[config.mk]
export PLATFORM = sky130hd
export DESIGN_NAME = pb_assist_ctrl
export DESIGN_NICKNAME = d
export VERILOG_FILES = /design/src/rtl/pb_assist_ctrl.sv
export SDC_FILE = /design/constraint.sdc
export NUM_CORES = 1
export LEC_CHECK = 0
export ABC_AREA = 1
export ABC_CLOCK_PERIOD_IN_PS = 4480
export BUFFER_PORTS_ARGS = -buffer_cell sky130_fd_sc_hd__buf_2
export CORE_MARGIN = 1.5
export CORE_UTILIZATION = 67
export DETAILED_ROUTE_END_ITERATION = 8
export PLACE_DENSITY = 0.85
export SYNTH_ARGS = -nofsm -noshare
export SYNTH_HDL_FRONTEND = slang
export SYNTH_SLANG_ARGS = --single-unit
[constraint.sdc]
create_clock -name clk -period 4.48 [get_ports clk]
set_input_delay 0.896 -clock clk [delete_from_list [all_inputs] [get_ports clk]]
set_output_delay 0.896 -clock clk [all_outputs]
set_load 0.005 [all_outputs]
[src/rtl/pb_assist_ctrl.sv]
// ============================================================================
//  Module  : pb_assist_ctrl (with helper pb_assist_dbnc)
//  Brief   : Push-button assist-level controller for the e-bike. The raw mode
//            button is synchronised and debounced. A short press steps the
//            level with wrap, and a long press forces assist off. The block
//            drives the current level and a torque-scale code.
//  Options : PB_DOWN_BTN_EN - adds a debounced down button that steps the
//            level down and saturates at 0.
//  Rev     : 1.0 - initial release
// ============================================================================
`default_nettype none

// Two-flop synchroniser followed by a hold-time debouncer. The module exports
// the debounced level and its one-cycle-delayed copy so the parent can detect
// edges.
module pb_assist_dbnc #(
    parameter int unsigned DBNC_CYC = 50000
) (
    input  logic clk,
    input  logic rst_n,
    input  logic btn_raw_i,
    output logic stb_o,
    output logic stb_prev_o
);
    localparam int unsigned c_dcnt_w = (DBNC_CYC > 1) ? $clog2(DBNC_CYC) : 1;
    localparam logic [c_dcnt_w-1:0] c_dbnc_last = c_dcnt_w'(DBNC_CYC - 1);

    logic                meta_q;
    logic                sync_q;
    logic                stb_q;
    logic                stb_prev_q;
    logic [c_dcnt_w-1:0] dcnt_q;

    // Synchronise the raw input, then accept a new value only after it has been stable for DBNC_CYC cycles.
    always_ff @(posedge clk or negedge rst_n) begin
        if (!rst_n) begin
            meta_q     <= 1'b0;
            sync_q     <= 1'b0;
            stb_q      <= 1'b0;
            stb_prev_q <= 1'b0;
            dcnt_q     <= '0;
        end else begin
            meta_q     <= btn_raw_i;
            sync_q     <= meta_q;
            stb_prev_q <= stb_q;
            if (sync_q == stb_q) begin
                dcnt_q <= '0;
            end else if (dcnt_q == c_dbnc_last) begin
                stb_q  <= sync_q;
                dcnt_q <= '0;
            end else begin
                dcnt_q <= dcnt_q + 1'b1;
            end
        end
    end

    assign stb_o      = stb_q;
    assign stb_prev_o = stb_prev_q;
endmodule

module pb_assist_ctrl #(
    parameter  int unsigned NUM_LVL  = 4,
    parameter  int unsigned DBNC_CYC = 50000,
    parameter  int unsigned LONG_CYC = 6000000,
    parameter  int unsigned RST_LVL  = 2,
    localparam int unsigned LVL_W    = $clog2(NUM_LVL)
) (
    input  logic             clk,
    input  logic             rst_n,
    input  logic             btn_raw,
`ifdef PB_DOWN_BTN_EN
    input  logic             btn_dn_raw,
`endif
    output logic [LVL_W-1:0] setting,
    output logic [LVL_W:0]   scale,
    output logic             lvl_chg
);
    localparam int unsigned      c_hcnt_w   = $clog2(LONG_CYC + 1);
    localparam logic [c_hcnt_w-1:0] c_long    = c_hcnt_w'(LONG_CYC);
    localparam logic [c_hcnt_w-1:0] c_long_m1 = c_hcnt_w'(LONG_CYC - 1);
    localparam logic [LVL_W-1:0] c_top_lvl  = LVL_W'(NUM_LVL - 1);
    localparam logic [LVL_W-1:0] c_rst_lvl  = LVL_W'(RST_LVL);

    // Reject illegal parameter sets at elaboration.
    if (NUM_LVL < 2) begin : g_chk_num_lvl
        $error("pb_assist_ctrl: NUM_LVL must be >= 2");
    end
    if (RST_LVL >= NUM_LVL) begin : g_chk_rst_lvl
        $error("pb_assist_ctrl: RST_LVL must be < NUM_LVL");
    end
    if (DBNC_CYC < 1) begin : g_chk_dbnc
        $error("pb_assist_ctrl: DBNC_CYC must be >= 1");
    end
    if (LONG_CYC < 2) begin : g_chk_long
        $error("pb_assist_ctrl: LONG_CYC must be >= 2");
    end

    logic                up_stb;
    logic                up_stb_prev;
    logic                up_rise;
    logic                up_fall;
    logic                dn_fall;
    logic                long_hit;
    logic                up_step;

    logic [LVL_W-1:0]    setting_q;
    logic [LVL_W-1:0]    setting_d;
    logic                lvl_chg_q;
    logic                lvl_chg_d;
    logic [c_hcnt_w-1:0] hcnt_q;
    logic                long_done_q;

    pb_assist_dbnc #(
        .DBNC_CYC (DBNC_CYC)
    ) u_dbnc_up (
        .clk        (clk),
        .rst_n      (rst_n),
        .btn_raw_i  (btn_raw),
        .stb_o      (up_stb),
        .stb_prev_o (up_stb_prev)
    );

`ifdef PB_DOWN_BTN_EN
    logic dn_stb;
    logic dn_stb_prev;

    pb_assist_dbnc #(
        .DBNC_CYC (DBNC_CYC)
    ) u_dbnc_dn (
        .clk        (clk),
        .rst_n      (rst_n),
        .btn_raw_i  (btn_dn_raw),
        .stb_o      (dn_stb),
        .stb_prev_o (dn_stb_prev)
    );

    assign dn_fall = dn_stb_prev & ~dn_stb;
`else
    assign dn_fall = 1'b0;
`endif

    assign up_rise  = up_stb & ~up_stb_prev;
    assign up_fall  = up_stb_prev & ~up_stb;
    // The hold counter reaches LONG_CYC on this cycle's edge. The rise cycle is excluded because it restarts the count.
    assign long_hit = up_stb & ~up_rise & (hcnt_q == c_long_m1);
    // A release after a long press never steps the level.
    assign up_step  = up_fall & ~long_done_q;

    // Select the next level. Long-press-off takes priority, and simultaneous up/down releases cancel.
    always_comb begin
        setting_d = setting_q;
        lvl_chg_d = 1'b0;
        if (long_hit) begin
            setting_d = '0;
            lvl_chg_d = (setting_q != '0);
        end else if (up_step && dn_fall) begin
            setting_d = setting_q;
        end else if (up_step) begin
            setting_d = (setting_q == c_top_lvl) ? '0 : setting_q + 1'b1;
            lvl_chg_d = 1'b1;
        end else if (dn_fall) begin
            if (setting_q != '0) begin
                setting_d = setting_q - 1'b1;
                lvl_chg_d = 1'b1;
            end
        end
    end

    // Register the level and change pulse, and track how long the up button has been held.
    always_ff @(posedge clk or negedge rst_n) begin
        if (!rst_n) begin
            setting_q   <= c_rst_lvl;
            lvl_chg_q   <= 1'b0;
            hcnt_q      <= '0;
            long_done_q <= 1'b0;
        end else begin
            setting_q <= setting_d;
            lvl_chg_q <= lvl_chg_d;
            if (up_rise) begin
                hcnt_q      <= '0;
                long_done_q <= 1'b0;
            end else if (up_stb && (hcnt_q != c_long)) begin
                hcnt_q <= hcnt_q + 1'b1;
                if (hcnt_q == c_long_m1) begin
                    long_done_q <= 1'b1;
                end
            end
        end
    end

    // Torque scale is 2*setting+1 for any non-zero level, and 0 when assist is off.
    always_comb begin
        scale = '0;
        if (setting_q != '0) begin
            scale = {setting_q, 1'b1};
        end
    end

    assign setting = setting_q;
    assign lvl_chg = lvl_chg_q;
endmodule

`default_nettype wire

## Word level (Yosys, flattened, before mapping)

Index checks and enable logic that the tools add are counted.

- Muxes and demuxes: 13
- Divide/modulo/power cells: 0
- Equality and inequality tests: 5
- Bitwise logic cells: 10
- Reductions and logical operators: 7
- Order comparisons: 0
- Shift operators: 0
- Multipliers: 0
- $add $sub $neg: 3

Operators by type and width:

| kind | count |
|---|---|
| $mux W23 | 2 |
| $mux W16 | 2 |
| $add A23 B1 Y23 const B | 1 |
| $eq A23 B23 Y1 const B | 1 |
| $ne A23 B23 Y1 const B | 1 |
| $add A16 B1 Y16 const B | 1 |
| $eq A16 B16 Y1 const B | 1 |
| $reduce_bool A2 Y1 | 4 |
| $mux W2 | 3 |
| $and A1 B1 Y1 | 5 |
| $mux W1 | 5 |
| $not A1 Y1 | 5 |
| $reduce_and A2 Y1 | 2 |
| $mux W3 | 1 |
| $add A2 B1 Y2 const B | 1 |
| $eq A2 B2 Y1 const B | 1 |
| $eq A1 B1 Y1 | 1 |
| $logic_and A1 B1 Y1 | 1 |

- Register bits after elaboration: 47
- Input port bits: 3
- Latch bits: 0
- Word-level logic and storage cells: 47
- ROM bits: 0
- Memories: 0
- Output and inout port bits: 6
- Bits in writable memories: 0

## Depth between registers and ports, before layout

Gate-level depths: netlist (run 1).

- Depth after elaboration: 6
- Mapped depth: 11
- Depth with buffers taken out: 10

## Hierarchy

Synthesis (run 1) repeated with hierarchy kept, for this count alone.

- Cell total of the unflattened synthesis: 408
- Area, all modules: 2932.8 sq um

Modules (own cells, without submodules):

| module | instances | area each (sq um) | cells each |
|---|---|---|---|
| pb_assist_ctrl | 1 | 1878.1 | 285 |
| pb_assist_dbnc | 1 | 1054.8 | 123 |

## Worst setup path after synthesis (run 1)

OpenSTA, ideal clock, no wires.

- Path kind: register to output
- From: reg setting_q[1], in the netlist setting[1]
- To: out scale[1]
- Arrival time: 0.899 ns
- Data required time: 3.584 ns
- Path slack: 2.685 ns
- Cell stages (with the launch flop): 4
- Cells stage by stage: dfstp_2 inv_1 ha_1 nor2_1

- Word-level cells in the longest chain between the ends: 2

Ends and longest elaborated chain:

| what | RTL line | text |
|---|---|---|
| start: declaration | 106 | `logic [LVL_W-1:0] setting_q;` |
| start signal: assignment | 172 | `setting_q <= c_rst_lvl;` |
| start signal: assignment | 177 | `setting_q <= setting_d;` |
| $reduce_bool A2 Y1 | 194 | `if (setting_q != '0) begin` |
| $mux W3 | 194 |  |
| end: declaration | 75 | `output logic [LVL_W:0] scale,` |

Every way passes these cells.

## Final worst setup path (run 1)

- From: reg setting_q[1], in the netlist setting[1]
- To: out scale[2]

- Word-level cells in the longest chain between the ends: 2

Ends and longest elaborated chain:

| what | RTL line |
|---|---|
| $reduce_bool A2 Y1 | 194 |
| $mux W3 * | 194 |

Mark *: on every way between the ends. The rest lies on a longest branch, timed or not.

==> results of run 1 <==
[final cells by class]
cell class | instances | area (sq um) | share of cell area
multi-input combinational | 310 | 1490 | 0.492
sequential | 47 | 1180 | 0.388
inverter | 46 | 178 | 0.0585
clock buffer | 6 | 72.6 | 0.0239
tap | 50 | 62.6 | 0.0206
timing repair buffer | 8 | 40.0 | 0.0132
clock inverter | 2 | 12.5 | 0.00412
[through the flow]
step	instances	power, W	hold WS (ns)	setup slack [ns]
after floorplan	410	0.000442	0.331	2.69
after global placement	461	0.000453	0.332	2.62
after detailed placement	461	0.000454	0.338	2.58
after CTS	469	0.000699	0.358	2.26
after global routing	469	0.000724	0.368	2.15
final	469	0.000694	0.354	2.27
[state kept, by name (all words and copies together), names as in the netlist]
name                  cells
u_dbnc_up.stb_prev_o      1
u_dbnc_up.dcnt_q         16
u_dbnc_up.stb_o           1
setting                   2
u_dbnc_up.meta_q          1
u_dbnc_up.sync_q          1
lvl_chg                   1
hcnt_q                   23
long_done_q               1
[metal layers]
layer / track usage / part of all wire
met5: 0 / 0
met1: 0.351 / 0.42
met2: 0.534 / 0.50
met4: 0.138 / 0.022
met3: 0.0568 / 0.057
[cell usage in the layout, fill, tap and decap left out]
cell type   count
a21oi_1         6
and2_1          2
and3_1          3
buf_2           8
clkbuf_1        1
clkbuf_8        5
clkinv_1        2
clkinv_2        1
clkinv_4        1
clkinvlp_4      1
dfrtp_1        46
dfstp_2         1
ha_1            5
inv_1          38
inv_2           5
nand2_1       131
nand2_2         2
nand2_4         1
nand3_1        33
nand3_4         1
nand3b_1        1
nand4_1        18
nor2_1         65
nor2_2          4
nor2_4          2
nor3_1          9
nor3_2          2
nor3b_1         1
o21ai_0         3
o21ai_1         2
or2_1           1
or2_2           1
xor2_1         17
[power by group through the flow]
| stage | logic, W | registers [W] | clock network [W] |
|---|---|---|---|
| 2_1_floorplan | 0.00000573 | 0.000437 | 0 |
| 5_1_grt | 0.0000193 | 0.000429 | 0.000276 |
| 3_5_place_dp | 0.0000166 | 0.000437 | 0 |
| 6_report | 0.0000162 | 0.000429 | 0.000249 |
| 3_3_place_gp | 0.0000161 | 0.000437 | 0 |
| 4_1_cts | 0.0000166 | 0.000429 | 0.000254 |
[worst paths after layout]
check,to,cells past startpoint,slack (ns),startpoint
min in group asynchronous,hcnt_q[14]$_DFFE_PN0P_,1,0.77,rst_n
max in group asynchronous,u_dbnc_up.dcnt_q[12]$_DFF_PN0_,1,3.08,rst_n
worst max register to register,hcnt_q[16]$_DFFE_PN0P_,5,2.58,u_dbnc_up.stb_o$_DFFE_PN0P_
worst min-delay path,u_dbnc_up.sync_q$_DFF_PN0_,0,0.35,u_dbnc_up.meta_q$_DFF_PN0_
worst max-delay path,scale[2],4,2.27,setting[1]$_DFFE_PN1P_
worst min register to register,u_dbnc_up.sync_q$_DFF_PN0_,0,0.35,u_dbnc_up.meta_q$_DFF_PN0_
[cell usage after synthesis, types with 4 or more instances]
cell | n | area share
buf_2 | 4 | 0.0069
nor2_1 | 65 | 0.085
a21oi_1 | 6 | 0.010
nor2_2 | 4 | 0.0087
nand3_1 | 33 | 0.057
nand2_1 | 131 | 0.17
nor3_1 | 9 | 0.016
inv_1 | 38 | 0.049
ha_1 | 5 | 0.022
dfrtp_1 | 46 | 0.40
xor2_1 | 17 | 0.052
nand4_1 | 18 | 0.039
inv_2 | 5 | 0.0065
[critical path: stages, from the launching register on]
cell     delay, ns
dfstp_2       0.54
inv_1         0.06
ha_1          0.21
nor2_1        0.10
buf_2         0.11
[cells by family (layout without fill, tap and decap cells)]
logic type               count (synthesis)  count (layout)
AO/OA/AOI/OAI                           11              11
buffers and inverters                   53              62
adder cells (fa/ha/maj)                  5               5
flip-flops                              47              47
XOR/XNOR                                17              17
AND/OR/NAND/NOR                        277             277
==> impl_metrics.env, run 1 <==
export IMPL_status="complete, no violations"
export IMPL_viasPerCell=5.53
export IMPL_max_freq_ghz=0.452
export IMPL_crit_path_start_kind="flop"
export IMPL_start_util=0.711
export IMPL_clockBufferDepth=2
export IMPL_synth_top_family_by_area="simple AND/OR/NAND/NOR gates"
export IMPL_gr_usage_all_layers=0.301
export IMPL_first_pass_iters=5
export IMPL_synthSimpleGateAreaFrac=0.425
export IMPL_max_slew_worst_pin_slew_ns=1.03
export IMPL_period_share=0.493
export IMPL_antenna_found_initial=0
export IMPL_switching_share=0.223
export IMPL_slew_headroom=0.311
export IMPL_power_density_nw_per_um2=229
export IMPL_postCtsSetupRepairBufs=0
export IMPL_finalHoldViolCount=0
export IMPL_cts_resized=0
export IMPL_cap_violations=0
export IMPL_grt_overflow=0
export IMPL_syn2layout_area_growth_pct=5.16
export IMPL_ys_async_sr_fraction=1.00
export IMPL_min_path_type="flop to flop"
export IMPL_tns_ns=0
export IMPL_synthesis_area_sq_um=2890
export IMPL_syn_num_nets=418
export IMPL_syn_inst=410
export IMPL_coreArea_sq_um=4060
export IMPL_grt_max_degree=48
export IMPL_synth_edf_count=0
export IMPL_die_area_sq_um=4710
export IMPL_cts_tree="done"
export IMPL_yosysWarningCount=0
export IMPL_die_h_um=68.6
export IMPL_design_area_sq_um=3040
export IMPL_final_max_slew_violation_count=0
export IMPL_dp_final_hpwl_mm=4.57
export IMPL_synthMuxAreaShare=0
export IMPL_nNetsFinal=426
export IMPL_power_switching_w=0.000155
export IMPL_drc_errors=0
export IMPL_placed_area_sq_um=2950
export IMPL_p_comb_frac=0.023
export IMPL_final_util=0.748
export IMPL_pwr_share_seq=0.618
export IMPL_cp_end_kind="output port"
export IMPL_clk_latency_ns=0.30
export IMPL_drive_above_1_share=0.0835
export IMPL_port_buffers=8
export IMPL_cp_arrival_ns=1.31
export IMPL_synth_compound_area_frac=0.0191
export IMPL_grt_pass1_wl_mm=10.3
export IMPL_htreeDepth=2
export IMPL_clock_sinks=47
export IMPL_layout_min_cycle_time_ns=2.21
export IMPL_ys_seq_elements=47
export IMPL_worstSetupPathType="flop to output port"
export IMPL_gp_congestion=0.985
export IMPL_postSynth_topFlopCell="dfrtp_1"
export IMPL_n_fill_cell=324
export IMPL_finalSetupViolations=0
export IMPL_vias=2593
export IMPL_drt_wl_total_mm=6.28
export IMPL_rsz0062_at_grt="false"
export IMPL_die_w_um=68.6
export IMPL_ir_worst_vdd_v=0.000187
export IMPL_n_antenna_cell=0
export IMPL_synth_adder_area_share=0.0217
export IMPL_p_int_w=0.000539
export IMPL_hold_buffers=0
export IMPL_syn_avg_cell_area_sq_um=7.04
export IMPL_worstPathRequired_ns=3.58
export IMPL_root_buffer="clkbuf_8"
export IMPL_antenna_left=0
export IMPL_yosysSeqAreaShare=0.408
export IMPL_rows=23
export IMPL_drtIter0Drc=265
export IMPL_path_max_fanout=3
export IMPL_path_clk_slew_ns=0.08
export IMPL_fin_skew_ns=0.00398
export IMPL_synth_xor_area_frac=0.0516
export IMPL_io_pins=9
export IMPL_wl_per_cell_um=13.4
export IMPL_cts_buffers=5
export IMPL_clkPwrFrac=0.359
export IMPL_p_leak_nw=1.47
export IMPL_ys_types=32
export IMPL_first_global_vias=2372
Note: power is estimated with default switching activity, not from simulation.
==> inputs of run 2 (changes only) <==
- ABC_CLOCK_PERIOD_IN_PS: 4480 -> 1900
- CORE_UTILIZATION: 67 -> 56
- PLACE_DENSITY: 0.85 -> 0.76
- clock period: 4.48 -> 1.9 ns (I/O delays scaled with it)
==> impl_metrics.env, run 2 (synthesis gave the netlist of run 1 again) <==
export IMPL_worstSetupPathType="flop to output port"
export IMPL_cap_violations=0
export IMPL_critPathMaxStageDelay_ns=0.55
export IMPL_drt_wl_total_mm=6.45
export IMPL_postCtsSetupRepairBufs=0
export IMPL_syn2layout_area_growth_pct=6.98
export IMPL_cts_buffers=5
export IMPL_layout_commonest_cell="nand2_1"
export IMPL_antenna_left=0
export IMPL_largest_reg_flops=23
export IMPL_root_buffer="clkbuf_8"
export IMPL_antenna_found_initial=0
export IMPL_crit_path_start_kind="flop"
export IMPL_path_max_fanout=3
export IMPL_clk_latency_ns=0.31
export IMPL_design_area_sq_um=3090
export IMPL_min_path_type="primary input to async pin"
export IMPL_die_h_um=74.8
export IMPL_power_density_nw_per_um2=530
export IMPL_grt_pass1_wl_mm=10.9
export IMPL_period_share=0.903
export IMPL_final_max_slew_violation_count=0
export IMPL_cts_tree="done"
export IMPL_clockBufferDepth=2
export IMPL_max_freq_ghz=0.583
export IMPL_vias=2575
export IMPL_htreeDepth=2
export IMPL_ir_worst_vdd_v=0.000307
export IMPL_coreArea_sq_um=4850
export IMPL_nNetsFinal=430
export IMPL_tns_ns=0
export IMPL_gp_congestion=0.914
export IMPL_grt_max_degree=48
export IMPL_dp_final_hpwl_mm=4.88
export IMPL_pre_cts_slack_ns=0.226
export IMPL_slew_headroom=0.620
export IMPL_drc_errors=0
export IMPL_first_global_vias=2465
export IMPL_rsz0062_at_grt="false"
export IMPL_cts_resized=0
export IMPL_io_pins=9
export IMPL_cpMaxStageDelayCell="dfstp_2"
export IMPL_die_w_um=74.8
export IMPL_layout_min_cycle_time_ns=1.72
export IMPL_first_pass_iters=4
export IMPL_finalSetupViolations=0
export IMPL_cp_arrival_ns=1.34
export IMPL_cp_end_kind="output port"
export IMPL_placed_area_sq_um=3000
export IMPL_gr_usage_all_layers=0.257
export IMPL_drtIter0Drc=216
export IMPL_wl_per_cell_um=13.2
export IMPL_start_util=0.595
export IMPL_path_clk_slew_ns=0.10
export IMPL_worst_slack_ns=0.184
export IMPL_viasPerCell=5.26
export IMPL_fin_skew_ns=0.0158
export IMPL_finalHoldViolCount=0
export IMPL_max_slew_worst_pin_slew_ns=0.571
export IMPL_worstPathCellList="inv_1, ha_1, nor2_1, buf_2"
export IMPL_die_area_sq_um=5590
export IMPL_worstPathRequired_ns=1.52
export IMPL_n_antenna_cell=0
export IMPL_drive_above_1_share=0.0922
export IMPL_rows=25
export IMPL_grt_overflow=0
export IMPL_layout_common_cells="nand2_1, nor2_1, dfrtp_1"
export IMPL_hold_buffers=0
export IMPL_status="complete, no violations"
export IMPL_clock_sinks=47
export IMPL_p_leak_nw=1.49
export IMPL_largest_register="hcnt_q"
export IMPL_port_buffers=8
export IMPL_holdWs_ns=0.142
[run 2: cell types whose count changed in the layout (fill, tap and decap cells not counted), sizes merged]
| cell | change |
|---|---|
| buf | +4 |
| clkinv | +1 |
| clkinvlp | -1 |
[run 2: cell type report]
class / instances / area [sq um]
Clock buffer: 6 / 72.6
Clock inverter: 2 / 13.8
Fill cell: 434 / 1760
Inverter: 46 / 178
Multi-Input combinational cell: 310 / 1490
Sequential cell: 47 / 1180
Tap cell: 67 / 83.8
Timing Repair Buffer: 12 / 70.1
[run 2: per-layer routing]
layer	vias to the layer above	wire, um	GRT usage
met4	0	144	0.0970
met1	1188	2780	0.306
met3	13	269	0.0402
met2	66	3260	0.466
li1	1308	-	-
met5	-	0	0
[run 2: worst paths after layout]
path,startpoint,to,slack [ns],depth (start not counted)
min in group clk,btn_raw,u_dbnc_up.meta_q$_DFF_PN0_,0.19,1
setup / recovery,setting[1]$_DFFE_PN1P_,scale[1],0.18,4
hold reg to reg,u_dbnc_up.meta_q$_DFF_PN0_,u_dbnc_up.sync_q$_DFF_PN0_,0.35,0
hold / removal,rst_n,hcnt_q[18]$_DFFE_PN0P_,0.14,2
setup reg to reg,hcnt_q[0]$_DFFE_PN0P_,hcnt_q[15]$_DFFE_PN0P_,0.19,10
max in group asynchronous,rst_n,setting[1]$_DFFE_PN1P_,1.35,2
[run 2: critical path: cells and delay by family, from the launching register on]
kind / cells / cell delay, ns
DFF: 1 / 0.55
adders and majority gates: 1 / 0.21
buffers and inverters: 2 / 0.19
and+or+nand+nor: 1 / 0.10
[run 2: metrics by stage]
stage                     total power [W]  instances  utilization
after detailed placement          0.00107        482        0.619
after global routing              0.00171        490        0.637
after floorplan                   0.00104        410            -
after CTS                         0.00166        490        0.637
final                             0.00164        490        0.637
after global placement            0.00107        482        0.619
[run 2: power breakdown]
part / total, W / switching, W / internal, W
registers: 0.00101 / 0.00000421 / 0.00101
logic: 0.0000387 / 0.0000303 / 0.00000844
clock network: 0.000587 / 0.000328 / 0.000260
==> inputs of run 3 (changes only) <==
--- a/config.mk
+++ b/config.mk
@@ -13,4 +13,6 @@
 export DETAILED_ROUTE_END_ITERATION = 8
 export PLACE_DENSITY = 0.76
+export SETUP_SLACK_MARGIN = 0.2
+export SLEW_MARGIN = 10
 export SYNTH_ARGS = -nofsm -noshare
 export SYNTH_HDL_FRONTEND = slang
==> constraint.sdc (replaced) <==
create_clock -name clk -period 1.9 [get_ports clk]
set_input_delay 0.38 -clock clk [delete_from_list [all_inputs] [get_ports clk]]
set_output_delay 0.38 -clock clk [all_outputs]
set_load 0.01 [all_outputs]
==> impl_metrics.env, run 3 (synthesis gave the netlist of run 1 again) <==
export IMPL_placed_area_sq_um=3000
export IMPL_clockBufferDepth=2
export IMPL_cp_arrival_ns=1.26
export IMPL_layout_commonest_cell="nand2_1"
export IMPL_stdcell_count=492
export IMPL_path_max_fanout=3
export IMPL_worstPathCellList="inv_2, ha_4, nor2_2, buf_2"
export IMPL_cpMaxStageDelayCell="dfstp_2"
export IMPL_antenna_found_initial=0
export IMPL_largest_reg_flops=23
export IMPL_n_antenna_cell=0
export IMPL_post_place_cells=482
export IMPL_htreeDepth=2
export IMPL_power_density_nw_per_um2=519
export IMPL_cts_tree="done"
export IMPL_first_global_vias=2462
export IMPL_wl_per_cell_um=13.6
export IMPL_vias=2619
export IMPL_grt_max_degree=48
export IMPL_viasPerCell=5.32
export IMPL_rsz0062_at_grt="false"
export IMPL_min_path_type="primary input to async pin"
export IMPL_status="complete, no violations"
export IMPL_layout_min_cycle_time_ns=1.64
export IMPL_rows=25
export IMPL_finalSetupViolations=0
export IMPL_root_buffer="clkbuf_8"
export IMPL_cap_violations=0
export IMPL_start_util=0.595
export IMPL_drive_above_1_share=0.118
export IMPL_drtIter0Drc=190
export IMPL_io_pins=9
export IMPL_fin_skew_ns=0.0159
export IMPL_die_w_um=74.8
export IMPL_cts_buffers=5
export IMPL_dp_final_hpwl_mm=4.88
export IMPL_die_h_um=74.8
export IMPL_drt_wl_total_mm=6.69
export IMPL_nNetsFinal=432
export IMPL_largest_register="hcnt_q"
export IMPL_design_area_sq_um=3150
export IMPL_crit_path_start_kind="flop"
export IMPL_cpLargestDelayFamily="flip-flops"
export IMPL_first_pass_iters=4
export IMPL_coreArea_sq_um=4850
export IMPL_grt_overflow=0
export IMPL_tns_ns=0
export IMPL_path_clk_slew_ns=0.10
export IMPL_die_area_sq_um=5590
export IMPL_max_slew_worst_pin_slew_ns=0.568
export IMPL_cp_end_kind="output port"
export IMPL_gr_usage_all_layers=0.257
export IMPL_clk_latency_ns=0.31
export IMPL_power_w=0.00164
export IMPL_grt_pass1_wl_mm=10.9
export IMPL_port_buffers=8
export IMPL_gp_congestion=0.914
export IMPL_period_share=0.862
export IMPL_critPathMaxStageDelay_ns=0.54
export IMPL_drc_errors=0
export IMPL_worstSetupPathType="flop to output port"
export IMPL_max_freq_ghz=0.610
export IMPL_antenna_left=0
export IMPL_critical_path_buf_inv_count=2
export IMPL_worst_slack_ns=0.262
export IMPL_syn2layout_area_growth_pct=9.23
export IMPL_pre_cts_slack_ns=0.226
export IMPL_clock_sinks=47
export IMPL_layout_common_cells="nand2_1, nor2_1, dfrtp_1"
export IMPL_worstPathRequired_ns=1.52
export IMPL_finalHoldViolCount=0
export IMPL_p_leak_nw=1.50
export IMPL_final_max_slew_violation_count=0
export IMPL_slew_headroom=0.621
export IMPL_ir_worst_vdd_v=0.000307
export IMPL_rrSetupSlack_ns=0.30
export IMPL_hold_buffers=0
run 3: changes by cell type in the layout (fill, tap and decap cells not counted), sizes merged:
| cell | delta |
|---|---|
| inv | +2 |
| buf | +1 |
| clkinvlp | +1 |
| clkinv | -2 |
run 3: final cells by class:
| cell class | count | area (sq um) |
|---|---|---|
| clock buffers | 6 | 72.6 |
| clock inverters | 2 | 13.8 |
| fillers | 425 | 1700 |
| inverters | 46 | 184 |
| multi-input cells | 310 | 1530 |
| flip-flops and latches | 47 | 1180 |
| well taps | 67 | 83.8 |
| repair buffers | 13 | 77.6 |
| repair inverters | 1 | 8.76 |
run 3: final timing paths:
| kind | to | from | cells after the start |
|---|---|---|---|
| worst max-delay path | scale[1] | setting[1]$_DFFE_PN1P_ | 4 |
| worst min-delay path | hcnt_q[18]$_DFFE_PN0P_ | rst_n | 2 |
| worst max register to register | hcnt_q[15]$_DFFE_PN0P_ | hcnt_q[0]$_DFFE_PN0P_ | 10 |
| worst min register to register | u_dbnc_up.sync_q$_DFF_PN0_ | u_dbnc_up.meta_q$_DFF_PN0_ | 0 |
| max in group asynchronous | setting[1]$_DFFE_PN1P_ | rst_n | 2 |
| min in group clk | u_dbnc_up.meta_q$_DFF_PN0_ | btn_raw | 1 |
run 3: worst register-to-register path: stages, from the launching register on:
cell and delay, ns:
dfrtp_1 0.41, inv_1 0.11, ha_1 0.16, nand2_1 0.07, nor2_2 0.15, nand3_4 0.13
nand2_4 0.12, nand2_8 0.11, inv_8 0.13, nand2_1 0.07, nand2_1 0.07
run 3: what timing repair did:
item,in CTS,in global routing
setup buffers,1,0
pin swaps,0,1
gates cloned,0,1
endpoints found under the setup margin,3,26
gates resized for setup,1,14
run 3: per-layer routing:
metal  global-route usage  part of all wire  up-vias
met3               0.0402             0.045       17
met4               0.0970             0.030        0
met5                    0                 0        -
met2                0.466              0.50       75
met1                0.305              0.42     1210
li1                     -                 -     1317
run 3: through the flow:
stage	hold slack, ns	utilization
after detailed placement	0.337	0.619
final	0.148	0.650
after CTS	0.177	0.639
after global placement	0.333	0.619
after floorplan	0.0844	-
after global routing	0.179	0.650
run 3: power by group:
part / switching (W) / total (W) / internal, W
clock: 0.000327 / 0.000587 / 0.000260
combinational: 0.0000305 / 0.0000392 / 0.00000868
sequential: 0.00000419 / 0.00101 / 0.00101
total: 0.000362 / 0.00164 / 0.00127
